==> src/rtl/key_light_ctrl.sv <==
// key_light_ctrl: key pickup / light-switch sequencer for the three play stages.
// Tracks keys collected per stage, the stage-2 light state and its timeout,
// and produces the pickup flash window and the stage-clear pulse.
module key_light_ctrl #(
    parameter int HOLD_FRAMES  = 8,
    parameter int FLASH_FRAMES = 16,
    parameter int LIGHT_FRAMES = 600,
    parameter int HIT_MARGIN   = 4
) (
    input  logic       clk,
    input  logic       rst,
    input  logic [3:0] state,
    input  logic       frame_tick,
    input  logic [8:0] player_x,
    input  logic [8:0] player_y,
    input  logic       act_btn,
    output logic [1:0] key_find,
    output logic       isDark,
    output logic       pickup_flash,
    output logic       stage_clear
);
    localparam int HOLD_W  = $clog2(HOLD_FRAMES + 1);
    localparam int FLASH_W = $clog2(FLASH_FRAMES + 1);
    localparam int LIGHT_W = $clog2(LIGHT_FRAMES + 1);

    localparam logic [3:0] STAGE1 = 4'd2;
    localparam logic [3:0] STAGE2 = 4'd4;
    localparam logic [3:0] STAGE3 = 4'd6;

    localparam logic signed [9:0] MARGIN_S = 10'(HIT_MARGIN);
    localparam logic signed [9:0] BOX_S    = 10'sd10;

    typedef enum logic [2:0] {IDLE, SEARCH, HOLD, FLASH, DONE} fsm_t;

    fsm_t               fsm_reg;
    logic [3:0]         prev_state_reg;
    logic [HOLD_W-1:0]  hold_cnt_reg;
    logic [FLASH_W-1:0] flash_cnt_reg;
    logic [LIGHT_W-1:0] light_cnt_reg;

    logic [8:0] key_ox;
    logic [8:0] key_oy;
    logic       key_valid;
    logic       stage_play;
    logic       key_hit;
    logic       sw_hit;
    logic       light_run;
    logic       light_expire;
    logic       dark_after_timer;
    logic       sw_toggle;
    logic       stage_entry;

    // Padded box test done in 10-bit signed so a negative lower edge does not wrap.
    function automatic logic box_hit(input logic [8:0] ox, input logic [8:0] oy,
                                     input logic [8:0] px, input logic [8:0] py);
        logic signed [9:0] sx, sy, lo_x, hi_x, lo_y, hi_y;
        sx   = $signed({1'b0, px});
        sy   = $signed({1'b0, py});
        lo_x = $signed({1'b0, ox}) - MARGIN_S;
        hi_x = $signed({1'b0, ox}) + BOX_S + MARGIN_S;
        lo_y = $signed({1'b0, oy}) - MARGIN_S;
        hi_y = $signed({1'b0, oy}) + BOX_S + MARGIN_S;
        return (sx >= lo_x) && (sx < hi_x) && (sy >= lo_y) && (sy < hi_y);
    endfunction

    // Origin of the key currently being searched for in this stage.
    always_comb begin
        key_ox    = 9'd0;
        key_oy    = 9'd0;
        key_valid = 1'b1;
        case (state)
            STAGE1: case (key_find)
                2'd0:    begin key_ox = 9'd70;  key_oy = 9'd40;  end
                2'd1:    begin key_ox = 9'd250; key_oy = 9'd40;  end
                2'd2:    begin key_ox = 9'd215; key_oy = 9'd220; end
                default: key_valid = 1'b0;
            endcase
            STAGE2: case (key_find)
                2'd0:    begin key_ox = 9'd130; key_oy = 9'd40;  end
                2'd1:    begin key_ox = 9'd220; key_oy = 9'd70;  end
                2'd2:    begin key_ox = 9'd215; key_oy = 9'd130; end
                default: key_valid = 1'b0;
            endcase
            STAGE3: case (key_find)
                2'd0:    begin key_ox = 9'd230; key_oy = 9'd40;  end
                2'd1:    begin key_ox = 9'd100; key_oy = 9'd110; end
                2'd2:    begin key_ox = 9'd160; key_oy = 9'd160; end
                default: key_valid = 1'b0;
            endcase
            default: key_valid = 1'b0;
        endcase
    end

    assign stage_play  = (state == STAGE1) || (state == STAGE2) || (state == STAGE3);
    assign stage_entry = (state != prev_state_reg);

    // Stage-2 key 0 sits in the dark room and can only be found with the light on.
    assign key_hit = key_valid && box_hit(key_ox, key_oy, player_x, player_y) &&
                     !((state == STAGE2) && (key_find == 2'd0) && isDark);
    assign sw_hit  = (state == STAGE2) && box_hit(9'd67, 9'd220, player_x, player_y);

    // Light timer is applied first; a same-cycle switch press then toggles the
    // post-expiry value, so pressing as the light dies turns it straight back on.
    assign light_run        = (state == STAGE2) && !isDark && frame_tick && (light_cnt_reg != '0);
    assign light_expire     = light_run && (light_cnt_reg == LIGHT_W'(1));
    assign dark_after_timer = isDark | light_expire;
    assign sw_toggle        = (fsm_reg == SEARCH) && act_btn && !key_hit && sw_hit;

    // Main sequencer: stage entry, light timer and pickup FSM with registered outputs.
    always_ff @(posedge clk or posedge rst) begin
        if (rst) begin
            fsm_reg        <= IDLE;
            prev_state_reg <= 4'd0;
            hold_cnt_reg   <= '0;
            flash_cnt_reg  <= '0;
            light_cnt_reg  <= '0;
            key_find       <= 2'd0;
            isDark         <= 1'b1;
            pickup_flash   <= 1'b0;
            stage_clear    <= 1'b0;
        end else begin
            prev_state_reg <= state;
            stage_clear    <= 1'b0;
            if (stage_entry) begin
                fsm_reg       <= stage_play ? SEARCH : IDLE;
                hold_cnt_reg  <= '0;
                flash_cnt_reg <= '0;
                light_cnt_reg <= '0;
                key_find      <= 2'd0;
                pickup_flash  <= 1'b0;
                if (state == STAGE2) begin
                    isDark <= 1'b1;
                end else if (stage_play) begin
                    isDark <= 1'b0;
                end
            end else begin
                if (light_run) begin
                    light_cnt_reg <= light_cnt_reg - LIGHT_W'(1);
                end
                if (light_expire) begin
                    isDark <= 1'b1;
                end
                case (fsm_reg)
                    SEARCH: begin
                        if (act_btn && key_hit) begin
                            fsm_reg      <= HOLD;
                            hold_cnt_reg <= '0;
                        end else if (sw_toggle) begin
                            isDark <= ~dark_after_timer;
                            if (dark_after_timer) begin
                                light_cnt_reg <= LIGHT_W'(LIGHT_FRAMES);
                            end
                        end
                    end
                    HOLD: begin
                        if (!key_hit) begin
                            fsm_reg <= SEARCH;
                        end else if (frame_tick) begin
                            hold_cnt_reg <= hold_cnt_reg + HOLD_W'(1);
                            if (hold_cnt_reg == HOLD_W'(HOLD_FRAMES - 1)) begin
                                if (key_find != 2'd3) begin
                                    key_find <= key_find + 2'd1;
                                end
                                pickup_flash  <= 1'b1;
                                flash_cnt_reg <= '0;
                                fsm_reg       <= FLASH;
                            end
                        end
                    end
                    FLASH: begin
                        if (frame_tick) begin
                            flash_cnt_reg <= flash_cnt_reg + FLASH_W'(1);
                            if (flash_cnt_reg == FLASH_W'(FLASH_FRAMES - 1)) begin
                                pickup_flash <= 1'b0;
                                if (key_find == 2'd3) begin
                                    fsm_reg     <= DONE;
                                    stage_clear <= 1'b1;
                                end else begin
                                    fsm_reg <= SEARCH;
                                end
                            end
                        end
                    end
                    default: ;
                endcase
            end
        end
    end
endmodule

==> config.mk <==
export PLATFORM = sky130hd
export DESIGN_NAME = key_light_ctrl
export DESIGN_NICKNAME = d
export VERILOG_FILES = /design/src/rtl/key_light_ctrl.sv
export SDC_FILE = /design/constraint.sdc
export NUM_CORES = 1
export LEC_CHECK = 0
export CAP_MARGIN = 10
export CORE_ASPECT_RATIO = 0.9
export CORE_MARGIN = 10
export CORE_UTILIZATION = 35
export DETAILED_ROUTE_END_ITERATION = 10
export PLACE_DENSITY_LB_ADDON = 0.15
export SYNTH_ARGS = -nofsm -noshare
export SYNTH_HDL_FRONTEND = slang
export SYNTH_SLANG_ARGS = --single-unit
==> constraint.sdc <==
create_clock -name clk -period 4 [get_ports clk]
set_input_delay 0.4 -clock clk [delete_from_list [all_inputs] [get_ports clk]]
set_output_delay 0.4 -clock clk [all_outputs]
set_load 0.02 [all_outputs]
==> key figures, run 1 <==
Yosys
  • Synth Register Bits: 31
  • Share of the synthesized area in the top cell type: 0.231
  • EDFF count, synth: 0
  • Mapped Nets: between 400 and 500
  • Synth async-reset ratio: 1.00
  • Seq/Total Area, Yosys: 0.239
  • Ys flop type: dfrtp_1
  • Mapped cell area: about 3300 sq um
  • Cell taking the most area after synthesis: dfrtp_1
  • Mapped Cells: between 300 and 400
  • Synth cell types: between 60 and 70
  • Mean Syn Cell Area: a little over 8 sq um
  • Synth area leaders: dfrtp_1 (23%), ha_1 (19%), a21oi_1 (5.5%)
  • YS warnings: 0

Clock network
  • Root Driver: clkbuf_8
  • H-tree levels: 2
  • Worst skew pair latency: between 200 and 300 ps
  • Cts bufs inserted: 5
  • CTS Buffer Depth: 2
  • Clock tree sinks: 31
  • CTS tree: built
  • CTS clk-pin slew, worst paths: around 80 ps

Die
  • Core ar.: 9080 sq um
  • Full die area: roughly 14,000 sq um
  • Chip Width: around 120 um
  • # IOs: 31
  • Site Rows: 33
  • Initial Utilization: 0.358
  • Die Y: ~110 um

STA
  • FMAX: 249 MHz
  • Worst Max-Slew Pin Slew: just over 600 ps
  • Hold WS: between 400 and 500 ps
  • Setup_tns: -20.6 ps
  • Period utilization: 1.01
  • Worst clock skew: 9.65 ps
  • Final WS setup: -20.6 ps
  • Final min period: 4020 ps
  • Fin. Hold Viols: 0
  • RSZ-0062 raised after global routing: true
  • Slew HR: 0.588
  • Slew Viols, Final: 0
  • Final setup fails: 1

GRT
  • Pin count of the biggest net entering global routing: 32
  • Global Route Usage Sum: 0.129
  • Grt ovf: 0
  • Global-route wire length before repair: around 15 mm
  • Initial antenna violation count: 0
  • Vias in the first global route: 2,930

Critical path
  • Critical path fanouts, max: 12
  • Bufs and invs on worst path: 6
  • Most used cell, CP: buf_4
  • Startpoint types: input port
  • Worst setup EP type: register
  • Required time of the critical path: around 4200 ps
  • Crit Path Class: input port to register
  • Crit path largest cell delay: 410 ps
  • CP max-delay cell: or3_4
  • Critical Path Source: state[2]
  • Cell family with most CP delay: simple AND/OR/NAND/NOR gates
  • Worst-path cell chain: dlygate4sd2_1 -> buf_6 -> xor2_1 -> and2_4 -> nand2_1 -> ha_1 -> inv_1 -> o21ai_2 -> buf_4 -> xor2_2 -> ha_1 -> and4_1 -> o21ai_0 -> a31oi_1 -> a311oi_2 -> buf_4 -> and3_2 -> buf_4 -> or3_4 -> a31o_1
  • Crit path DAT: roughly 4200 ps
  • Worst r2r src: key_find[0]$_DFFE_PP0P_

Layout
  • Largest register FFs: 10
  • N_diodes: 0
  • Leading cell type in the layout, fill and taps excluded: buf_4
  • Design area: roughly 4500 sq um
  • Fill cell count: between 800 and 900
  • Nets: 570
  • Layout cells sized above 1: 0.282
  • Non-filler cells, final: about 600
  • Area occupied by multi-input gates: 2540 sq um
  • FF/Latch Area: about 780 sq um
  • Area growth, synth to finish: 39.1%
  • Utilization after layout: 0.498
  • Most frequent cells in the layout: buf_4 (72), ha_1 (41), nand2_1 (38)

Place
  • HPWL after DPL: between 7 and 8 mm
  • Placed insts: 595
  • Final RePlAce weighted congestion: between 0.8 and 0.9
  • Place WS: -429 ps
  • Placed cell area: between 4000 and 5000 sq um
  • Port Buffers: 30

Detailed routing
  • Drc violations: 0
  • Routed WL: 9.16 mm
  • TritonRoute pass-1 iters: 4
  • Drt wl/cell: about 15 um
  • Initial drt markers: 152
  • Vias: between 3,000 and 4,000
  • Via density: approximately 5.2
  • Post-DRT Antenna Nets: 0

Power and ir drop
  • Cell Int Power: 554 uW
  • Switching share of power: 0.315
  • Net Switching: ~250 uW
  • VDD IR max: roughly 0.00011 V
  • Final Total Pwr: a little over 800 uW
  • Clk pwr share: 0.305
  • Power per cell area: 179 nW/um^2
  • Combinational power share: 0.287
  • Leak Pwr: approximately 2 nW
  • Sequential Power Share: 0.408

Min path
  • Worst min path class: input port to asynchronous set/reset pin

Run status
  • Outcome: finished with violations
  • Failing checks: setup timing

Flow run
  • Max-cap violations: 0
logic make-up (layout without fill, tap and decap cells):
kind of cell,after synthesis,in the layout,synth area share
buf+inv,32,133,0.0439
fa+ha+maj,49,49,0.189
xor+xnor,26,26,0.0701
mux,9,9,0.0296
compound gates,93,93,0.175
flops,31,31,0.239
simple gates,155,155,0.254
per-layer routing:
| layer | GRT usage | wire [um] | vias to the layer above |
|---|---|---|---|
| li1 | - | - | 1627 |
| met1 | 0.190 | 4680 | 1532 |
| met2 | 0.191 | 4120 | 45 |
| met3 | 0.0197 | 281 | 7 |
| met4 | 0.0278 | 79 | 0 |
| met5 | 0 | 0 | - |
cell type report:
type                    count  area share
clock inverters             3     0.00332
well taps                 122      0.0337
clock buffers               5      0.0152
inverters                  19      0.0163
flip-flops and latches     31       0.172
repair buffers            106       0.197
multi-input cells         332       0.562
worst reg2reg max path: stages, from the launching register on:
cell	delay (ps)
dfrtp_2	460
buf_6	140
ha_4	160
mux2i_2	170
nand2_1	100
nand2_2	80
nand2_2	60
nand2_4	90
ha_2	210
o21ai_2	80
buf_4	150
xor2_2	140
ha_1	290
and4_1	180
o21ai_0	80
a31oi_1	270
a311oi_2	80
buf_4	170
and3_2	220
buf_4	150
or3_4	410
a31o_1	220
worst paths after layout:
| kind | end | slack, ps | depth (start not counted) |
|---|---|---|---|
| max | isDark$_DFFE_PP1P_ | -20 | 20 |
| min | light_cnt_reg[6]$_DFF_PP0_ | 500 | 3 |
| max reg2reg | isDark$_DFFE_PP1P_ | 30 | 21 |
| min reg2reg | hold_cnt_reg[1]$_DFFE_PP0P_ | 520 | 1 |
| max in group asynchronous | isDark$_DFFE_PP1P_ | 3190 | 3 |
| min in group clk | hold_cnt_reg[1]$_DFFE_PP0P_ | 520 | 1 |
power by group through the flow:
stage          logic [mW]  clock network [mW]  registers (mW)
2_1_floorplan       0.118                   0           0.333
3_3_place_gp        0.209                   0           0.336
3_5_place_dp        0.211                   0           0.336
4_1_cts             0.217               0.252           0.330
5_1_grt             0.259               0.266           0.331
6_report            0.232               0.247           0.330
cells in the mapped netlist, types with 4 or more instances:
library cell / n
nand3b_1: 5
and3_1: 5
nor2_1: 28
nand2b_1: 6
xnor2_1: 19
mux2i_1: 4
nand2_1: 42
nand3_1: 21
and2_1: 5
xor2_1: 7
nor3_1: 7
dfrtp_1: 30
o21ai_0: 26
clkbuf_1: 7
inv_1: 18
ha_1: 49
or4_1: 4
a21oi_1: 36
a21o_1: 6
nand4_1: 9
timing repair:
| item | 4_1_cts | 5_1_grt |
|---|---|---|
| setup endpoints to repair | 18 | 26 |
| setup buffers | 5 | 10 |
| hold buffers | 0 | 0 |
| gates resized for setup | 25 | 28 |
| pin swaps | 8 | 21 |
| cloned | 0 | 0 |
Note: power is estimated with default switching activity, not from simulation.
==> inputs of run 2 (changes only) <==
CAP_MARGIN = default   (was 10)
SKIP_LAST_GASP = 1   (was default)
==> key figures, run 2 (synthesis gave the netlist of run 1 again) <==
Detailed routing
  • Initial drt markers: roughly 150
  • Drt wl/cell: 14.8 um
  • Post-DRT Antenna Nets: 0
  • Drc violations: 0
  • Vias: 3,207
  • Routed WL: around 9.1 mm
  • Via density: between 5 and 6
  • TritonRoute pass-1 iters: 4

STA
  • Final setup fails: 1
  • Worst clock skew: about 10 ps
  • Hold WS: 497 ps
  • Slew Viols, Final: 0
  • Period utilization: 1.00
  • FMAX: around 250 MHz
  • Worst Max-Slew Pin Slew: between 500 and 600 ps
  • RSZ-0062 raised after global routing: true
  • Final WS setup: -0.633 ps
  • Slew HR: 0.604
  • Fin. Hold Viols: 0
  • Final min period: roughly 4000 ps

GRT
  • Grt ovf: 0
  • Pin count of the biggest net entering global routing: 32
  • Vias in the first global route: roughly 2,900
  • Global Route Usage Sum: 0.129
  • Initial antenna violation count: 0
  • Global-route wire length before repair: between 10 and 15 mm

Layout
  • Area growth, synth to finish: 39.0%
  • Leading cell type in the layout, fill and taps excluded: buf_4
  • Fill cell count: 893
  • Utilization after layout: 0.498
  • Non-filler cells, final: 618
  • Layout cells sized above 1: 0.280
  • N_diodes: 0
  • Largest register FFs: 10
  • Nets: between 500 and 600
  • Design area: between 4000 and 5000 sq um
  • Most frequent cells in the layout: buf_4 (72), ha_1 (41), nand2_1 (38)

Power and ir drop
  • Net Switching: about 250 uW
  • Leak Pwr: roughly 2.0 nW
  • Sequential Power Share: 0.409
  • Cell Int Power: 554 uW
  • Combinational power share: 0.286
  • Final Total Pwr: 808 uW
  • Power per cell area: ~180 nW/um^2
  • VDD IR max: between 0.0001 and 0.00015 V
  • Switching share of power: 0.315
  • Clk pwr share: 0.305

Min path
  • Worst min path class: input port to asynchronous set/reset pin

Run status
  • Outcome: finished with violations
  • Failing checks: setup timing

Place
  • Final RePlAce weighted congestion: roughly 0.83
  • HPWL after DPL: around 7 mm
  • Placed cell area: a little over 4000 sq um
  • Port Buffers: 30
  • Placed insts: ~600

Clock network
  • Cts-stage hold buffer count: 0
  • Clock tree sinks: 31
  • Cts bufs inserted: 5
  • Worst skew pair latency: a little under 300 ps
  • CTS tree: built
  • Root Driver: clkbuf_8
  • H-tree levels: 2
  • CTS Buffer Depth: 2
  • CTS clk-pin slew, worst paths: 80 ps

Critical path
  • Crit path largest cell delay: approximately 410 ps
  • Worst-path cell chain: dlygate4sd2_1 -> buf_6 -> xor2_1 -> and2_4 -> nand2_1 -> ha_1 -> inv_1 -> o21ai_2 -> buf_4 -> xor2_2 -> ha_1 -> and4_1 -> o21ai_0 -> a31oi_1 -> a311oi_2 -> buf_4 -> and3_2 -> buf_4 -> or3_4 -> a31o_1
  • Bufs and invs on worst path: 6
  • Most used cell, CP: buf_4
  • Required time of the critical path: 4220 ps
  • Worst setup EP type: register
  • Startpoint types: input port
  • Path length in cells of the critical path: 20
  • Crit path DAT: about 4200 ps
  • Crit Path Class: input port to register
  • Cell family with most CP delay: simple AND/OR/NAND/NOR gates
  • Critical path fanouts, max: 12
  • Worst Reg-to-Reg Cells: 21
  • CP max-delay cell: or3_4

Flow run
  • Max-cap violations: 0

Die
  • Initial Utilization: 0.358
  • Full die area: about 14,000 sq um
  • Die Y: between 100 and 150 um
  • # IOs: 31
  • Chip Width: 122 um
  • Site Rows: 33
  • Core ar.: 9080 sq um
run 2: through the flow:
step / setup TNS (ps) / worst slack (ps)
floorplan: 0 / 21.3
global placement: -5150 / -299
detailed placement: -7550 / -429
CTS: 0 / 1.72
global route: -2420 / -191
finish: -0.633 / -0.633
run 2: cell type report:
class / count / area [sq um] / area share
Clock buffer: 5 / 68.8 / 0.0152
Clock inverter: 3 / 15.0 / 0.00332
Inverter: 19 / 73.8 / 0.0163
Multi-Input combinational cell: 332 / 2540 / 0.561
Sequential cell: 31 / 779 / 0.172
Tap cell: 122 / 153 / 0.0338
Timing Repair Buffer: 106 / 892 / 0.197
run 2: final timing paths:
path / from / end / slack (ps)
min: rst / light_cnt_reg[6]$_DFF_PP0_ / 500
max reg2reg: key_find[0]$_DFFE_PP0P_ / isDark$_DFFE_PP1P_ / 30
max in group asynchronous: rst / isDark$_DFFE_PP1P_ / 3190
max: state[2] / isDark$_DFFE_PP1P_ / -0.6
min in group clk: hold_cnt_reg[1]$_DFFE_PP0P_ / hold_cnt_reg[1]$_DFFE_PP0P_ / 530
min reg2reg: hold_cnt_reg[1]$_DFFE_PP0P_ / hold_cnt_reg[1]$_DFFE_PP0P_ / 530
run 2: power by group through the flow:
stage | clock network [mW] | registers (mW) | logic [mW]
6_report | 0.247 | 0.330 | 0.231
5_1_grt | 0.266 | 0.331 | 0.259
4_1_cts | 0.252 | 0.330 | 0.217
3_5_place_dp | 0 | 0.336 | 0.211
3_3_place_gp | 0 | 0.336 | 0.209
2_1_floorplan | 0 | 0.333 | 0.118
run 2: layer usage:
| metal | up-vias | part of all wire | wire [um] | GRT usage |
|---|---|---|---|---|
| met2 | 55 | 0.45 | 4120 | 0.191 |
| met1 | 1520 | 0.51 | 4650 | 0.190 |
| met4 | 0 | 0.0086 | 79 | 0.0278 |
| met5 | - | 0 | 0 | 0 |
| li1 | 1625 | - | - | - |
| met3 | 7 | 0.033 | 305 | 0.0197 |
run 2: worst register-to-register path, stage by stage (launching register included):
cell and delay (ps):
dfrtp_2 460, buf_6 140, ha_4 160, mux2i_2 170, nand2_1 100, nand2_2 80, nand2_2 60, nand2_4 90
ha_2 210, o21ai_2 80, buf_4 150, xor2_2 140, ha_1 290, and4_1 180, o21ai_0 80, a31oi_1 270
a311oi_2 80, buf_4 170, and3_2 220, buf_4 150, or3_4 410, a31o_1 220
run 2: timing repair:
item                                    CTS  global route
pin swaps                                 8            21
endpoints found under the setup margin   18            26
resized for setup                        25            27
buffers inserted                          5            10
==> inputs of run 3 (changes only) <==
CTS_CLUSTER_SIZE = 14   (was default)
==> results of run 3 <==
The final DEF is identical to that of run 2; final timing and power are the same.
